**src/rtl/noc_endpoint_ni.sv**
```systemverilog
// noc_endpoint_ni: network interface between a CPU tile and its 2D-mesh router.
// TX queue with a paced send FSM and self-address loopback; RX fi-edge capture into a show-ahead FIFO.
module noc_endpoint_ni #(
    parameter int TXQ_DEPTH = 4,
    parameter int RXQ_DEPTH = 8,
    parameter int TX_GAP    = 4
) (
    input  logic                         i_clk,
    input  logic                         i_rst_n,
    input  logic [15:0]                  i_my_x,
    input  logic [15:0]                  i_my_y,
    input  logic                         i_cpu_tx_valid,
    output logic                         o_cpu_tx_ready,
    input  logic [15:0]                  i_cpu_tx_x,
    input  logic [15:0]                  i_cpu_tx_y,
    input  logic [31:0]                  i_cpu_tx_data,
    output logic [15:0]                  o_net_tx_x,
    output logic [15:0]                  o_net_tx_y,
    output logic [31:0]                  o_net_tx_data,
    output logic                         o_net_tx_strobe,
    input  logic [31:0]                  i_net_rx_data,
    input  logic                         i_net_rx_fi,
    input  logic                         i_cpu_rx_rd,
    output logic [31:0]                  o_cpu_rx_data,
    output logic                         o_cpu_rx_empty,
    output logic [$clog2(RXQ_DEPTH):0]   o_cpu_rx_count,
    output logic                         o_rx_overflow
);
    // state | meaning
    // IDLE  | TX queue empty, nothing to send
    // SEND  | head entry goes to the router, or loops back into the RX FIFO
    // WAIT  | gap counter running; net_tx_* held for the router
    typedef enum logic [1:0] {
        ST_IDLE = 2'd0,
        ST_SEND = 2'd1,
        ST_WAIT = 2'd2
    } state_t;

    localparam int TA  = $clog2(TXQ_DEPTH);
    localparam int RA  = $clog2(RXQ_DEPTH);
    localparam int TAW = TA + 1;
    localparam int RAW = RA + 1;
    localparam int GW  = $clog2(TX_GAP + 1);
    localparam logic [TA:0]   TX_FULL_CNT = TAW'(TXQ_DEPTH);
    localparam logic [RA:0]   RX_FULL_CNT = RAW'(RXQ_DEPTH);
    localparam logic [GW-1:0] GAP_LOAD    = GW'(TX_GAP - 1);
    localparam logic [GW-1:0] GAP_TC      = GW'(1);

    state_t        r_state, w_next;
    logic [TA:0]   r_tx_wr, r_tx_rd;
    logic [15:0]   r_txq_x [TXQ_DEPTH];
    logic [15:0]   r_txq_y [TXQ_DEPTH];
    logic [31:0]   r_txq_d [TXQ_DEPTH];
    logic [GW-1:0] r_gap;
    logic [15:0]   r_net_x, r_net_y;
    logic [31:0]   r_net_d;
    logic          r_net_stb;
    logic          r_fi_s0, r_fi_q1, r_fi_q2;
    logic [31:0]   r_rxd_s0, r_rxd_q1;
    logic [RA:0]   r_rx_wr, r_rx_rd;
    logic [31:0]   r_rxq [RXQ_DEPTH];
    logic          r_ovf;

    logic [TA:0]   w_tx_count;
    logic          w_tx_full, w_tx_empty, w_tx_push, w_tx_self;
    logic [15:0]   w_txh_x, w_txh_y;
    logic [31:0]   w_txh_d;
    logic          w_tx_pop, w_loop_push, w_net_send, w_gap_tc;
    logic          w_rx_rise, w_rx_push_req, w_rx_push, w_rx_pop, w_rx_full, w_rx_empty;
    logic [RA:0]   w_rx_count;
    logic [31:0]   w_rx_wdata;

    assign w_tx_count = r_tx_wr - r_tx_rd;
    assign w_tx_full  = (w_tx_count == TX_FULL_CNT);
    assign w_tx_empty = (w_tx_count == '0);
    assign w_txh_x    = r_txq_x[r_tx_rd[TA-1:0]];
    assign w_txh_y    = r_txq_y[r_tx_rd[TA-1:0]];
    assign w_txh_d    = r_txq_d[r_tx_rd[TA-1:0]];
    assign w_tx_self  = (w_txh_x == i_my_x) && (w_txh_y == i_my_y);
    // A pop frees a slot in the same cycle, so a full queue can still accept
    assign w_tx_push  = i_cpu_tx_valid && (!w_tx_full || w_tx_pop);
    assign w_gap_tc   = (r_gap == GAP_TC);

    always_ff @(posedge i_clk) begin
        if (!i_rst_n) r_state <= ST_IDLE;
        else          r_state <= w_next;
    end

    // WAIT goes straight to SEND when more work is queued so strobes are exactly TX_GAP apart
    always_comb begin
        w_next = r_state;
        case (r_state)
            ST_IDLE: if (!w_tx_empty) w_next = ST_SEND;
            ST_SEND: if (w_tx_pop)    w_next = ST_WAIT;
            ST_WAIT: if (w_gap_tc)    w_next = w_tx_empty ? ST_IDLE : ST_SEND;
            default:                  w_next = ST_IDLE;
        endcase
    end

    always_comb begin
        w_tx_pop    = 1'b0;
        w_loop_push = 1'b0;
        w_net_send  = 1'b0;
        case (r_state)
            ST_SEND: begin
                w_tx_pop    = !(w_tx_self && w_rx_rise);
                w_loop_push = w_tx_self && !w_rx_rise;
                w_net_send  = !w_tx_self;
            end
            default: ;
        endcase
    end

    always_ff @(posedge i_clk) begin
        if (!i_rst_n) begin
            r_tx_wr <= '0;
            r_tx_rd <= '0;
        end else begin
            if (w_tx_push) r_tx_wr <= r_tx_wr + 1'b1;
            if (w_tx_pop)  r_tx_rd <= r_tx_rd + 1'b1;
        end
    end

    always_ff @(posedge i_clk) begin
        if (w_tx_push) begin
            r_txq_x[r_tx_wr[TA-1:0]] <= i_cpu_tx_x;
            r_txq_y[r_tx_wr[TA-1:0]] <= i_cpu_tx_y;
            r_txq_d[r_tx_wr[TA-1:0]] <= i_cpu_tx_data;
        end
    end

    always_ff @(posedge i_clk) begin
        if (!i_rst_n)                              r_gap <= '0;
        else if (w_tx_pop)                         r_gap <= GAP_LOAD;
        else if (r_state == ST_WAIT && r_gap != '0) r_gap <= r_gap - 1'b1;
    end

    always_ff @(posedge i_clk) begin
        if (!i_rst_n) begin
            r_net_x   <= '0;
            r_net_y   <= '0;
            r_net_d   <= '0;
            r_net_stb <= 1'b0;
        end else begin
            r_net_stb <= w_net_send;
            if (w_net_send) begin
                r_net_x <= w_txh_x;
                r_net_y <= w_txh_y;
                r_net_d <= w_txh_d;
            end
        end
    end

    // Data rides a pipeline matched to the fi synchroniser so the captured word pairs with its edge
    always_ff @(posedge i_clk) begin
        if (!i_rst_n) begin
            r_fi_s0  <= 1'b0;
            r_fi_q1  <= 1'b0;
            r_fi_q2  <= 1'b0;
            r_rxd_s0 <= '0;
            r_rxd_q1 <= '0;
        end else begin
            r_fi_s0  <= i_net_rx_fi;
            r_fi_q1  <= r_fi_s0;
            r_fi_q2  <= r_fi_q1;
            r_rxd_s0 <= i_net_rx_data;
            r_rxd_q1 <= r_rxd_s0;
        end
    end

    assign w_rx_rise     = r_fi_q1 && !r_fi_q2;
    assign w_rx_push_req = w_rx_rise || w_loop_push;
    assign w_rx_wdata    = w_rx_rise ? r_rxd_q1 : w_txh_d;
    assign w_rx_count    = r_rx_wr - r_rx_rd;
    assign w_rx_full     = (w_rx_count == RX_FULL_CNT);
    assign w_rx_empty    = (w_rx_count == '0);
    assign w_rx_pop      = i_cpu_rx_rd && !w_rx_empty;
    assign w_rx_push     = w_rx_push_req && (!w_rx_full || w_rx_pop);

    always_ff @(posedge i_clk) begin
        if (!i_rst_n) begin
            r_rx_wr <= '0;
            r_rx_rd <= '0;
            r_ovf   <= 1'b0;
        end else begin
            if (w_rx_push)                  r_rx_wr <= r_rx_wr + 1'b1;
            if (w_rx_pop)                   r_rx_rd <= r_rx_rd + 1'b1;
            if (w_rx_push_req && !w_rx_push) r_ovf  <= 1'b1;
        end
    end

    always_ff @(posedge i_clk) begin
        if (w_rx_push) r_rxq[r_rx_wr[RA-1:0]] <= w_rx_wdata;
    end

    assign o_cpu_tx_ready  = !w_tx_full;
    assign o_net_tx_x      = r_net_x;
    assign o_net_tx_y      = r_net_y;
    assign o_net_tx_data   = r_net_d;
    assign o_net_tx_strobe = r_net_stb;
    assign o_cpu_rx_data   = w_rx_empty ? '0 : r_rxq[r_rx_rd[RA-1:0]];
    assign o_cpu_rx_empty  = w_rx_empty;
    assign o_cpu_rx_count  = w_rx_count;
    assign o_rx_overflow   = r_ovf;

endmodule

```
**config.mk**
```make
export PLATFORM = sky130hd
export DESIGN_NAME = noc_endpoint_ni
export DESIGN_NICKNAME = d
export VERILOG_FILES = /design/src/rtl/noc_endpoint_ni.sv
export SDC_FILE = /design/constraint.sdc
export NUM_CORES = 1
export LEC_CHECK = 0
export ABC_AREA = 1
export ABC_CLOCK_PERIOD_IN_PS = 5850
export CAP_MARGIN = 20
export CELL_PAD_IN_SITES_DETAIL_PLACEMENT = 0
export CELL_PAD_IN_SITES_GLOBAL_PLACEMENT = 2
export CORE_MARGIN = 2
export CORE_UTILIZATION = 34
export DETAILED_ROUTE_END_ITERATION = 6
export GPL_TIMING_DRIVEN = 0
export PLACE_DENSITY = 0.8
export SKIP_LAST_GASP = 1
export SLEW_MARGIN = 40
export SYNTH_ARGS = -nofsm -noshare
export SYNTH_HDL_FRONTEND = slang
export SYNTH_SLANG_ARGS = --single-unit
```
**constraint.sdc**
```tcl
create_clock -name i_clk -period 5.85 [get_ports i_clk]
set_clock_uncertainty 0.05 [all_clocks]
set_input_delay 1.17 -clock i_clk [delete_from_list [all_inputs] [get_ports i_clk]]
set_output_delay 1.17 -clock i_clk [all_outputs]
set_load 0.01 [all_outputs]
```
==> results of run 1 <==
[synthesized netlist by cell type (4+ instances only)]
library cell / number
nor3_2: 10
buf_4: 10
nor2_1: 132
a32o_1: 31
nand3_1: 138
xor2_1: 4
dfxtp_1: 157
a21oi_1: 181
ha_1: 15
clkbuf_1: 95
nand2_1: 687
edfxtp_1: 512
xnor2_1: 5
o22ai_1: 32
nor3_1: 24
buf_1: 9
inv_2: 4
buf_2: 20
o21ai_0: 107
a32oi_1: 31
inv_1: 133
[kinds of logic (layout without fill, tap and decap cells)]
family / Yosys count / count (layout) / share of synthesized area, %
adder cells (fa/ha/maj): 16 / 16 / 0.792
other: 0 / 1 / 0
buffers and inverters: 275 / 690 / 4.26
AND/OR/NAND/NOR: 1001 / 1001 / 15.5
XOR/XNOR: 9 / 9 / 0.301
AO/OA/AOI/OAI: 385 / 385 / 8.57
flip-flops: 669 / 669 / 70.6
[flip-flops by register name, summed over array words and instances, names as in the netlist, 2 cells and up, named ones only]
signal / flops
r_rx_wr: 4
r_txq_d: 128
r_state: 2
r_txq_y: 64
r_rxq: 256
o_net_tx_data: 32
r_rxd_q1: 32
r_rxd_s0: 32
o_net_tx_x: 16
r_tx_wr: 3
o_net_tx_y: 16
r_txq_x: 64
r_gap: 3
r_tx_rd: 3
r_rx_rd: 4
[where the power goes]
part / internal, mW / switching (mW)
Sequential: 5.97 / 0.235
Combinational: 1.56 / 3.01
Clock: 2.81 / 1.87
[cell type report]
type | instances | area (um^2)
Fill cell | 7082 | 43100
Sequential cell | 669 | 18500
Multi-Input combinational cell | 1411 | 6680
Timing Repair Buffer | 283 | 3040
Clock buffer | 97 | 2010
Tap cell | 1030 | 1290
Buffer | 137 | 602
Inverter | 138 | 518
Clock inverter | 35 | 419
Antenna cell | 1 | 2.50
[worst paths after layout]
check / end / slack, ns
hold reg to reg: r_rxd_q1[9]$_SDFF_PN0_ / 0.36
setup reg to reg: r_rxq[6][22]$_DFFE_PP_ / 1.75
setup / recovery: o_cpu_rx_data[9] / 0.78
hold / removal: r_rxd_q1[9]$_SDFF_PN0_ / 0.36
[through the flow]
step / instance area [um^2] / setup WS [ns] / hold WS [ns] / utilization [%]
5_1_grt: 33100 / 0.450 / 0.382 / 43.4
6_report: 33100 / 0.781 / 0.362 / 43.4
2_1_floorplan: 26200 / 0.238 / 0.340 / -
4_1_cts: 33100 / 0.656 / 0.367 / 43.4
3_3_place_gp: 29900 / -3.58 / 0.353 / 39.2
3_5_place_dp: 30600 / 1.14 / 0.349 / 40.2
[layer usage]
| metal | vias up | GRT usage [%] |
|---|---|---|
| met5 | - | 0 |
| met4 | 16 | 6.23 |
| li1 | 8871 | - |
| met2 | 660 | 34.1 |
| met3 | 148 | 5.05 |
| met1 | 8981 | 25.0 |
[worst max-delay path, stage by stage (launching register included)]
cell and delay [ns]:
dfxtp_1 0.37, inv_1 0.15, ha_1 0.26, fa_1 0.60, nand2_1 0.08, nor2_1 0.13, inv_1 0.07, nor2_2 0.45
clkbuf_1 0.44, nor2_1 0.16, clkdlybuf4s50_1 0.51
==> impl_summary.log, run 1 <==
[metrics] All-Layer GR Usage: between 20 and 25%
[metrics] worst-path maximum fanout: 10
[metrics] max-cap violation count: 0
[metrics] iteration-0 DRC count of the detailed router: 1,496
[metrics] WL met2: ~39,000 um
[metrics] Post-CTS Hold Buffers: 0
[metrics] number of stages on the worst hold path: 2
[metrics] level count of the clock H-tree: 3
[metrics] Detailed Route WL: around 80,000 um
[metrics] clock tree from TritonCTS: built
[metrics] Die Span Y: 282 um
[metrics] post-CTS setup buffer count: 0
[metrics] setup repair after global routing missed its margin: no
[metrics] top flip-flop cell by instance count after synthesis: edfxtp_1
[metrics] I/O Buffers: 235
[metrics] Final Power: ~15 mW
[metrics] antenna-violating nets left: 0
[metrics] final non-filler cell total: around 3,800
[metrics] area of the core: between 70,000 and 80,000 um^2
[metrics] routability congestion estimate: around 0.81
[metrics] maximum clock insertion buffer count: 3
[metrics] kind of capture point of the worst setup path: primary output
[metrics] status: completed
[metrics] leading cell type in the layout, fill and taps excluded: nand2_1
[metrics] GRT overflow: 0
[metrics] final setup violating endpoints: 0
[metrics] highest metal layer with signal wires: met5
[metrics] portion of the post-synthesis area used by sequential elements: a little over two thirds
[metrics] cell count of the worst reg-to-reg path: 18
[metrics] average wire per standard cell: 21.0 um
[metrics] most frequent cells in the layout: 687 x nand2_1, 512 x edfxtp_1, 235 x clkdlybuf4s50_1
[metrics] proportion of register bits with asynchronous set or reset after synthesis: 0%
[metrics] peak clock frequency supported by timing: 0.197 GHz
[metrics] post-synthesis average cell area: between 10 and 15 um^2
[metrics] distinct cell type count of the synthesized netlist: 30
[metrics] number of vias per cell: ~4.9
[metrics] number of cells in the design after placement: 3,668
[metrics] worst vdd ir: between 0.0002 and 0.00025 V
[metrics] syn_nets: roughly 2,500
[metrics] clock root cell: clkbuf_16
[metrics] setup tns final: 0 ns
[metrics] number of ports placed on the die boundary: approximately 240
[metrics] P&R area growth vs syn: 26.1%
[metrics] routed wl met3: approximately 6000 um
[metrics] Detailed Routing Iterations Pass 1: 6
[metrics] count of synthesis-stage warnings from yosys: 0
[metrics] Post-Synthesis Cell Area: 26,200 um^2
[metrics] endpoint arrival time on the critical path: approximately 3.9 ns
[metrics] maximum number of pins on one net before global-route repair: 17
[metrics] #FFs+latches synth: roughly 670
[metrics] data required time at the worst endpoint: between 4 and 5 ns
[metrics] final critical-path required period: approximately 5 ns
[metrics] EDFF count, synth: between 500 and 600
[metrics] number of buffers created by CTS: slightly above 70
[metrics] nets@finish: ~2,900
[metrics] ratio of cells with drive above 1 in the final layout: between 8 and 9%
[metrics] Die Area: 79,400 um^2
[metrics] DRC violation count after routing: 0
[metrics] pin slew with the least headroom to its limit: roughly 0.8 ns
[metrics] power density cells: approximately 470 nW/um^2
[metrics] Final Max Tran Viols: 0
[metrics] total leakage power: 12.3 nW
[metrics] TritonCTS sink count: 669
[metrics] HP Class: register to register
[metrics] type of the worst setup path: register to primary output
[metrics] nature of the critical path startpoint: register
[metrics] area share of the leading cell type in the synthesized netlist: 58.6%
[metrics] number of global-route vias before repair: ~19,000
[metrics] startpoint of the most critical setup path: r_rx_wr[0]$_SDFFE_PN0P_
[metrics] share of the clock period used by the worst path: between 80 and 90%
[metrics] HPWL after DPL: approximately 56,000 um
[metrics] dominant cells by area after synthesis: edfxtp_1 59%, dfxtp_1 12%, nand2_1 9.8%, a21oi_1 3.5%, nand3_1 2.6%
[metrics] insertion delay to the later sink of the worst-skew pair: 0.62 ns
[metrics] DRT met1 WL: 32,500 um
[metrics] Gates resized, CTS repair: 0
[metrics] final hold violations: 0
[metrics] clock-pin slew reported for the worst setup and hold paths after clock tree synthesis: 0.06 ns
[metrics] initial core utilization: around 34%
[metrics] Max-Slew Margin vs Limit: a little under half
[metrics] initial antenna violation count: 9
[metrics] die width: 282 um
[metrics] number of cells produced by synthesis: about 2,400
[metrics] FP Rows: 101
[metrics] largest area contributor in the netlist: edfxtp_1
[metrics] launch point of the worst hold path: r_rxd_s0[9]$_SDFF_PN0_
[metrics] total vias in the final route: around 19,000
[metrics] wire length of the first global-routing pass: approximately 120,000 um
Power figures use the tool's default switching activity.
==> inputs of run 2 (changes only) <==
- ABC_CLOCK_PERIOD_IN_PS: 5850 -> 6150
- CORE_UTILIZATION: 34 -> 41
- CTS_CLUSTER_DIAMETER: unset -> 80
- PLACE_DENSITY: 0.8 -> 0.89
- clock period: 5.85 -> 6.15 ns (I/O delays scaled with it)
==> run 2 against run 1 <==
Compared with the run above: setup slack got worse by 0.0075 ns; final cell count decreased by 4.9%; first-iteration DRC count is 6.4% lower; wire length fell by 6.4%; non-clock buffer count shrank 4; global-route usage increased by 2.4 points; power is 7.1% lower; sequential share of layout area up 0.66 points; via count decreased by 0.44%; count of clock-buffer cells in the layout grew 7; flip-flop and latch count unchanged; clock power fell by 12%; largest cell class unchanged; largest power group unchanged.
==> impl_summary.log, run 2 (synthesized netlist as in run 1, its figures left out) <==
[metrics] nets@finish: 2,855 (was 2,861)
[metrics] Gates resized, CTS repair: 0 (unchanged)
[metrics] leading cell type in the layout, fill and taps excluded: nand2_1 (unchanged)
[metrics] DRT met1 WL: 29,500 um (was 32,500 um)
[metrics] wire length of the first global-routing pass: 112,000 um (was 116,000 um)
[metrics] logic gate share of total power: 30.3% (was 29.5%)
[metrics] data required time at the worst endpoint: 4.87 ns (was 4.63 ns)
[metrics] total leakage power: 12.2 nW (was 12.3 nW)
[metrics] setup repair after global routing missed its margin: no (unchanged)
[metrics] post-place instance area: 30,400 um^2 (was 30,600 um^2)
[metrics] I/O Buffers: 235 (unchanged)
[metrics] worst vdd ir: 0.000255 V (was 0.000245 V)
[metrics] Internal: 9.57 mW (was 10.3 mW)
[metrics] routability congestion estimate: 0.836 (was 0.810)
[metrics] total vias in the final route: 18,600 (was 18,700)
[metrics] switching power as a share of total power: 33.4% (was 33.1%)
[metrics] clock root cell: clkbuf_16 (unchanged)
[metrics] final non-filler cell total: 3,613 (was 3,801)
[metrics] area of the core: 63,200 um^2 (was 76,200 um^2)
[metrics] Die Span Y: 257 um (was 282 um)
[metrics] die width: 257 um (was 282 um)
[metrics] worst reg-to-reg setup slack: 2.17 ns (was 1.75 ns)
[metrics] final instance area: 32,700 um^2 (was 33,100 um^2)
[metrics] insertion delay to the later sink of the worst-skew pair: 0.63 ns (was 0.62 ns)
[metrics] P&R area growth vs syn: 24.7% (was 26.1%)
[metrics] Finished Core Util: 51.7% (was 43.4%)
[metrics] routed wl met3: 5290 um (was 6030 um)
[metrics] highest metal layer with signal wires: met5 (unchanged)
[metrics] All-Layer GR Usage: 22.4% (was 20.0%)
[metrics] pin slew with the least headroom to its limit: 0.780 ns (was 0.822 ns)
[metrics] HP Class: register to register (unchanged)
[metrics] HPWL after DPL: 53,500 um (was 56,300 um)
[metrics] DRC violation count after routing: 0 (unchanged)
[metrics] maximum number of pins on one net before global-route repair: 18 (was 17)
[metrics] GRT overflow: 0 (unchanged)
[metrics] Multi-input gate area: 6670 um^2 (was 6680 um^2)
[metrics] iteration-0 DRC count of the detailed router: 1,401 (was 1,496)
[metrics] clock power share: 28.7% (was 30.3%)
[metrics] average wire per standard cell: 20.6 um (was 21.0 um)
[metrics] number of global-route vias before repair: 18,700 (was 18,500)
[metrics] final hold violations: 0 (unchanged)
[metrics] Post-CTS Hold Buffers: 0 (unchanged)
[metrics] most frequent cells in the layout: 687 x nand2_1, 512 x edfxtp_1, 235 x clkdlybuf4s50_1 (unchanged)
[metrics] endpoint arrival time on the critical path: 4.10 ns (was 3.85 ns)
[metrics] Detailed Route WL: 74,600 um (was 79,600 um)
[metrics] Final Power: 14.4 mW (was 15.5 mW)
[metrics] clock tree from TritonCTS: built (unchanged)
[metrics] Max stage delay cell, worst path: fa_1 (unchanged)
[metrics] final critical-path required period: 5.38 ns
[metrics] filler cell count in the final layout: 5,495 (was 7,082)
[metrics] worst-path maximum fanout: 10 (unchanged)
[metrics] cell count of the worst reg-to-reg path: 18 (unchanged)
[metrics] clock-pin slew reported for the worst setup and hold paths after clock tree synthesis: 0.06 ns (about the same)
[metrics] longest individual stage delay on the worst path: 0.64 ns (was 0.60 ns)
[metrics] max-cap violation count: 0 (unchanged)
[metrics] Detailed Routing Iterations Pass 1: 5 (was 6)
[metrics] Largest register FFs: 256 (unchanged)
[metrics] peak clock frequency supported by timing: around 0.19 GHz
[metrics] number of cells in the design after placement: 3,480 (was 3,668)
[metrics] reg-to-reg endpoint: r_rxq[6][11]$_DFFE_PP_ (was r_rxq[6][22]$_DFFE_PP_)
[metrics] status: completed (unchanged)
[metrics] startpoint of the most critical setup path: r_rx_wr[0]$_SDFFE_PN0P_ (unchanged)
[metrics] type of the worst setup path: register to primary output (unchanged)
[metrics] WL met2: 37,600 um (was 38,700 um)
[metrics] setup tns final: 0 ns (unchanged)
[metrics] number of ports placed on the die boundary: 237 (unchanged)
[metrics] worst-path cell chain: inv_1 -> ha_1 -> fa_1 -> nand2_1 -> nor2_1 -> inv_1 -> nor2_1 -> clkbuf_1 -> nor2_1 -> clkdlybuf4s50_1 (was inv_1 -> ha_1 -> fa_1 -> nand2_1 -> nor2_1 -> inv_1 -> nor2_2 -> clkbuf_1 -> nor2_1 -> clkdlybuf4s50_1)
[metrics] number of vias per cell: 5.15 (was 4.91)
[metrics] Place WS: 1.49 ns (was 1.14 ns)
[metrics] ratio of cells with drive above 1 in the final layout: 7.35% (was 8.05%)
[metrics] maximum clock insertion buffer count: 3 (unchanged)
[metrics] level count of the clock H-tree: 3 (unchanged)
[metrics] area used by sequential logic in the layout: 18,500 um^2 (unchanged)
[metrics] power density cells: 439 nW/um^2 (was 467 nW/um^2)
[metrics] setup slack of the critical path after layout: 0.773 ns (was 0.781 ns)
[metrics] post-CTS setup buffer count: 0 (unchanged)
[metrics] Final Max Tran Viols: 0 (unchanged)
[metrics] reported net switching power: 4.80 mW (was 5.11 mW)
[metrics] Max-Slew Margin vs Limit: 48.0% (was 45.2%)
[metrics] nature of the critical path startpoint: register (unchanged)
[metrics] Post-Route Hold Slack: 0.347 ns (was 0.362 ns)
[metrics] library cell appearing most often on the critical path: nor2_1
[metrics] initial antenna violation count: 7 (was 9)
[metrics] share of the clock period used by the worst path: roughly 90%
[metrics] TritonCTS sink count: 669 (unchanged)
[metrics] Worst Setup EP: o_cpu_rx_data[1] (was o_cpu_rx_data[9])
[metrics] Die Area: 66,000 um^2 (was 79,400 um^2)
[metrics] number of buffers created by CTS: 70 (was 72)
[metrics] kind of capture point of the worst setup path: primary output (unchanged)
[metrics] initial core utilization: 41.5% (was 34.4%)
[metrics] sequential power share: 41.0% (was 40.1%)
[metrics] FP Rows: 92 (was 101)
[metrics] antenna-violating nets left: 0 (unchanged)
[metrics] final setup violating endpoints: 0 (unchanged)
## run 2: area by class of cell
type	count	share of cell area, %
clock inverter	25	0.804
clock buffer	104	6.08
buffer	137	1.84
antenna	4	0.0306
inverter	138	1.58
sequential	669	56.6
tap	846	3.24
timing repair buffer	279	9.37
multi-input combinational	1411	20.4
## run 2: power groups by stage
stage	Sequential [mW]	Combinational, mW	Clock, mW
after global placement	6.03	4.11	0
final	5.89	4.35	4.13
after detailed placement	5.98	4.35	0
after CTS	5.89	4.37	4.18
after floorplan	5.99	2.30	0
after global routing	5.93	4.77	4.37
## run 2: how the worst min path moves through the flow
stage | cells after the start | endpoint | slack (ns) | startpoint
floorplan | 2 | r_fi_q1$_SDFF_PN0_ | 0.34 | r_fi_s0$_SDFF_PN0_
detailed placement | 2 | r_rxd_q1[13]$_SDFF_PN0_ | 0.35 | r_rxd_s0[13]$_SDFF_PN0_
finish | 2 | r_rxd_q1[3]$_SDFF_PN0_ | 0.35 | r_rxd_s0[3]$_SDFF_PN0_
CTS | 2 | r_rxd_q1[3]$_SDFF_PN0_ | 0.35 | r_rxd_s0[3]$_SDFF_PN0_
global route | 2 | r_rxd_q1[3]$_SDFF_PN0_ | 0.37 | r_rxd_s0[3]$_SDFF_PN0_
global placement | 2 | r_rxd_q1[19]$_SDFF_PN0_ | 0.35 | r_rxd_s0[19]$_SDFF_PN0_
## run 2: layer usage
layer	GRT usage [%]	vias to the layer above
li1	-	8873
met1	27.1	8984
met2	39.6	611
met3	4.71	117
met4	7.90	8
met5	0	-
## run 2: critical path, delay by kind of cell, from the launching register on
family	cells	cell delay, ns
buffers and inverters	4	1.21
AND/OR/NAND/NOR	4	0.98
adder cells (fa/ha/maj)	2	0.91
flip-flops	1	0.38
==> inputs of run 3 (changes only) <==
- ABC_CLOCK_PERIOD_IN_PS: 6150 -> 6500
- CORE_UTILIZATION: 41 -> 45
- DONT_BUFFER_PORTS: unset -> 1
- PLACE_DENSITY: 0.89 -> 0.88
- clock period: 6.15 -> 6.5 ns (I/O delays scaled with it)
==> run 3 against run 2 <==
Compared with the run above: via count down 5.1%; combinational power is 21% lower; global-route usage up 1.7 points; power fell by 8.5%; worst hold slack improved by 0.0063 ns; critical path depth shrank 1; count of clock-buffer cells in the layout fell by 14; design area fell by 7.1%; register-to-register slack improved by 0.29 ns; die area shrank 8.8%; clock power down 2%; critical endpoint is now o_cpu_rx_data[22]; largest cell class unchanged; highest routed layer unchanged.
==> impl_summary.log, run 3 (synthesized netlist as in run 1, its figures left out) <==
[metrics] status: completed (unchanged)
[metrics] CP Depth: 9 (was 10)
[metrics] Internal: 8.74 mW (was 9.57 mW)
[metrics] peak clock frequency supported by timing: slightly above 0.2 GHz
[metrics] total vias in the final route: 17,600 (was 18,600)
[metrics] All-Layer GR Usage: 24.2% (was 22.4%)
[metrics] number of buffers created by CTS: 69 (was 70)
[metrics] final critical-path required period: 4.89 ns
[metrics] maximum clock insertion buffer count: 3 (unchanged)
[metrics] P&R area growth vs syn: 15.8% (was 24.7%)
[metrics] final setup violating endpoints: 0 (unchanged)
[metrics] share of the clock period used by the worst path: between 70% and 80%
[metrics] wire length of the first global-routing pass: 107,000 um (was 112,000 um)
[metrics] most frequent cells in the layout: 687 x nand2_1, 512 x edfxtp_1, 180 x a21oi_1 (was 687 x nand2_1, 512 x edfxtp_1, 235 x clkdlybuf4s50_1)
[metrics] Final Max Tran Viols: 0 (unchanged)
[metrics] total leakage power: 11.4 nW (was 12.2 nW)
[metrics] die width: 245 um (was 257 um)
[metrics] reported net switching power: 4.41 mW (was 4.80 mW)
[metrics] pin slew with the least headroom to its limit: 0.902 ns (was 0.780 ns)
[metrics] clock tree from TritonCTS: built (unchanged)
[metrics] GRT overflow: 0 (unchanged)
[metrics] Top Family by Delay on Critical Path: simple AND/OR/NAND/NOR gates (was buffers and inverters)
[metrics] leading cell type in the layout, fill and taps excluded: nand2_1 (unchanged)
[metrics] number of ports placed on the die boundary: 237 (unchanged)
[metrics] switching power as a share of total power: 33.5% (was 33.4%)
[metrics] clock-pin slew reported for the worst setup and hold paths after clock tree synthesis: 0.06 ns (about the same)
[metrics] Largest register FFs: 256 (unchanged)
[metrics] area of the core: 57,700 um^2 (was 63,200 um^2)
[metrics] insertion delay to the later sink of the worst-skew pair: 0.61 ns (was 0.63 ns)
[metrics] HP Class: register to register (unchanged)
[metrics] worst vdd ir: 0.000256 V (was 0.000255 V)
[metrics] ratio of cells with drive above 1 in the final layout: 8.62% (was 7.35%)
[metrics] clock power share: 30.7% (was 28.7%)
[metrics] Finished Core Util: 52.6% (was 51.7%)
[metrics] setup repair after global routing missed its margin: no (unchanged)
[metrics] FP Rows: 88 (was 92)
[metrics] average wire per standard cell: 22.1 um (was 20.6 um)
[metrics] HPWL after DPL: 51,600 um (was 53,500 um)
[metrics] logic gate share of total power: 26.3% (was 30.3%)
[metrics] post-CTS setup buffer count: 0 (unchanged)
[metrics] Max stage delay cell, worst path: clkbuf_1 (was fa_1)
[metrics] worst-path maximum fanout: 10 (unchanged)
[metrics] number of buffer and inverter instances along the worst setup path: 3 (was 4)
[metrics] endpoint arrival time on the critical path: 3.54 ns (was 4.10 ns)
[metrics] clock root cell: clkbuf_16 (unchanged)
[metrics] initial core utilization: 45.4% (was 41.5%)
[metrics] maximum number of pins on one net before global-route repair: 18 (unchanged)
[metrics] number of global-route vias before repair: 17,300 (was 18,700)
[metrics] cell count of the worst reg-to-reg path: 18 (unchanged)
[metrics] nets@finish: 2,621 (was 2,855)
[metrics] number of vias per cell: 5.36 (was 5.15)
[metrics] initial antenna violation count: 2 (was 7)
[metrics] Final Power: 13.1 mW (was 14.4 mW)
[metrics] level count of the clock H-tree: 3 (unchanged)
[metrics] nature of the critical path startpoint: register (unchanged)
[metrics] Detailed Routing Iterations Pass 1: 5 (unchanged)
[metrics] Die Area: 60,200 um^2 (was 66,000 um^2)
[metrics] worst-path cell chain: inv_1 -> ha_1 -> fa_1 -> xnor2_1 -> nor2_1 -> inv_1 -> nor2_1 -> clkbuf_1 -> nor2_1 (was inv_1 -> ha_1 -> fa_1 -> nand2_1 -> nor2_1 -> inv_1 -> nor2_1 -> clkbuf_1 -> nor2_1 -> clkdlybuf4s50_1)
[metrics] Gates resized, CTS repair: 0 (unchanged)
[metrics] iteration-0 DRC count of the detailed router: 1,320 (was 1,401)
[metrics] data required time at the worst endpoint: 5.15 ns (was 4.87 ns)
[metrics] DRC violation count after routing: 0 (unchanged)
[metrics] max-cap violation count: 0 (unchanged)
[metrics] filler cell count in the final layout: 4,975 (was 5,495)
[metrics] power density cells: 433 nW/um^2 (was 439 nW/um^2)
[metrics] library cell appearing most often on the critical path: nor2_1 (unchanged)
[metrics] antenna-violating nets left: 0 (unchanged)
[metrics] kind of capture point of the worst setup path: primary output (unchanged)
[metrics] number of stages on the worst hold path: 2 (unchanged)
[metrics] final hold violations: 0 (unchanged)
[metrics] sequential power share: 43.0% (was 41.0%)
[metrics] routability congestion estimate: 0.844 (was 0.836)
[metrics] type of the worst setup path: register to primary output (unchanged)
[metrics] Detailed Route WL: 72,700 um (was 74,600 um)
[metrics] Die Span Y: 245 um (was 257 um)
[metrics] TritonCTS sink count: 669 (unchanged)
[metrics] Post-CTS Hold Buffers: 0 (unchanged)
[metrics] Max-Slew Margin vs Limit: 39.8% (was 48.0%)
[metrics] I/O Buffers: 0 (was 235)
[metrics] longest individual stage delay on the worst path: 0.51 ns (was 0.64 ns)
## run 3: power by group through the flow
stage,sequential (mW),clock [mW],combinational (mW)
2_1_floorplan,5.67,0,2.18
3_3_place_gp,5.79,0,3.23
3_5_place_dp,5.74,0,3.45
4_1_cts,5.66,4.09,3.47
5_1_grt,5.70,4.26,3.82
6_report,5.66,4.04,3.45
## run 3: area by class of cell
cell class                      count  area (um^2)  area share, %
Antenna cell                        1         2.50        0.00824
Buffer                            137          601           1.98
Multi-Input combinational cell   1411         6680           22.0
Clock buffer                       90         1950           6.43
Inverter                          138          518           1.71
Clock inverter                     37          392           1.29
Tap cell                          765          957           3.15
Sequential cell                   669        18500           61.0
Timing Repair Buffer               46          758           2.50
## run 3: metal layers
metal	GRT usage (%)	part of all wire, %	vias to the layer above
met5	0	0.012	-
met4	7.29	2.6	2
met3	7.94	9.1	119
met2	42.4	50	596
met1	28.0	38	8528
li1	-	-	8397
## run 3: metrics by stage
stage                     worst slack (ns)  setup TNS (ns)  hold WS (ns)  instances  cell area [um^2]
after global routing                  1.36               0         0.377       3294             30400
after CTS                             1.48               0         0.356       3293             30400
after global placement               -2.25         -506.52         0.349       3120             27200
after floorplan                      0.758               0         0.340       2355             26200
final                                 1.61               0         0.353       3294             30400
after detailed placement              2.15               0         0.348       3166             28000
## run 3: path summary, 6_finish.rpt
kind                                         startpoint                       to  slack [ns]
worst max-delay path            r_rx_wr[0]$_SDFFE_PN0P_        o_cpu_rx_data[22]        1.61
worst min-delay path            r_rxd_s0[21]$_SDFF_PN0_  r_rxd_q1[21]$_SDFF_PN0_        0.35
worst max register to register                 register    r_rxq[4][8]$_DFFE_PP_        2.46
worst min register to register  r_rxd_s0[21]$_SDFF_PN0_  r_rxd_q1[21]$_SDFF_PN0_        0.35
## run 3: worst reg2reg max path: stages (launching register included)
cell     delay [ns]
dfxtp_1        0.34
buf_2          0.27
buf_2          0.35
nand3_1        0.20
nand2_1        0.09
nand2_1        0.05
nand2_1        0.06
nand2_1        0.13
nor2_1         0.13
nand2_1        0.08
nor2_2         0.16
nand3_1        0.15
nand2_1        0.20
nand2_2        0.21
inv_2          0.12
nand2_1        0.23
nor2_4         0.52
buf_8          0.24
buf_16         0.16
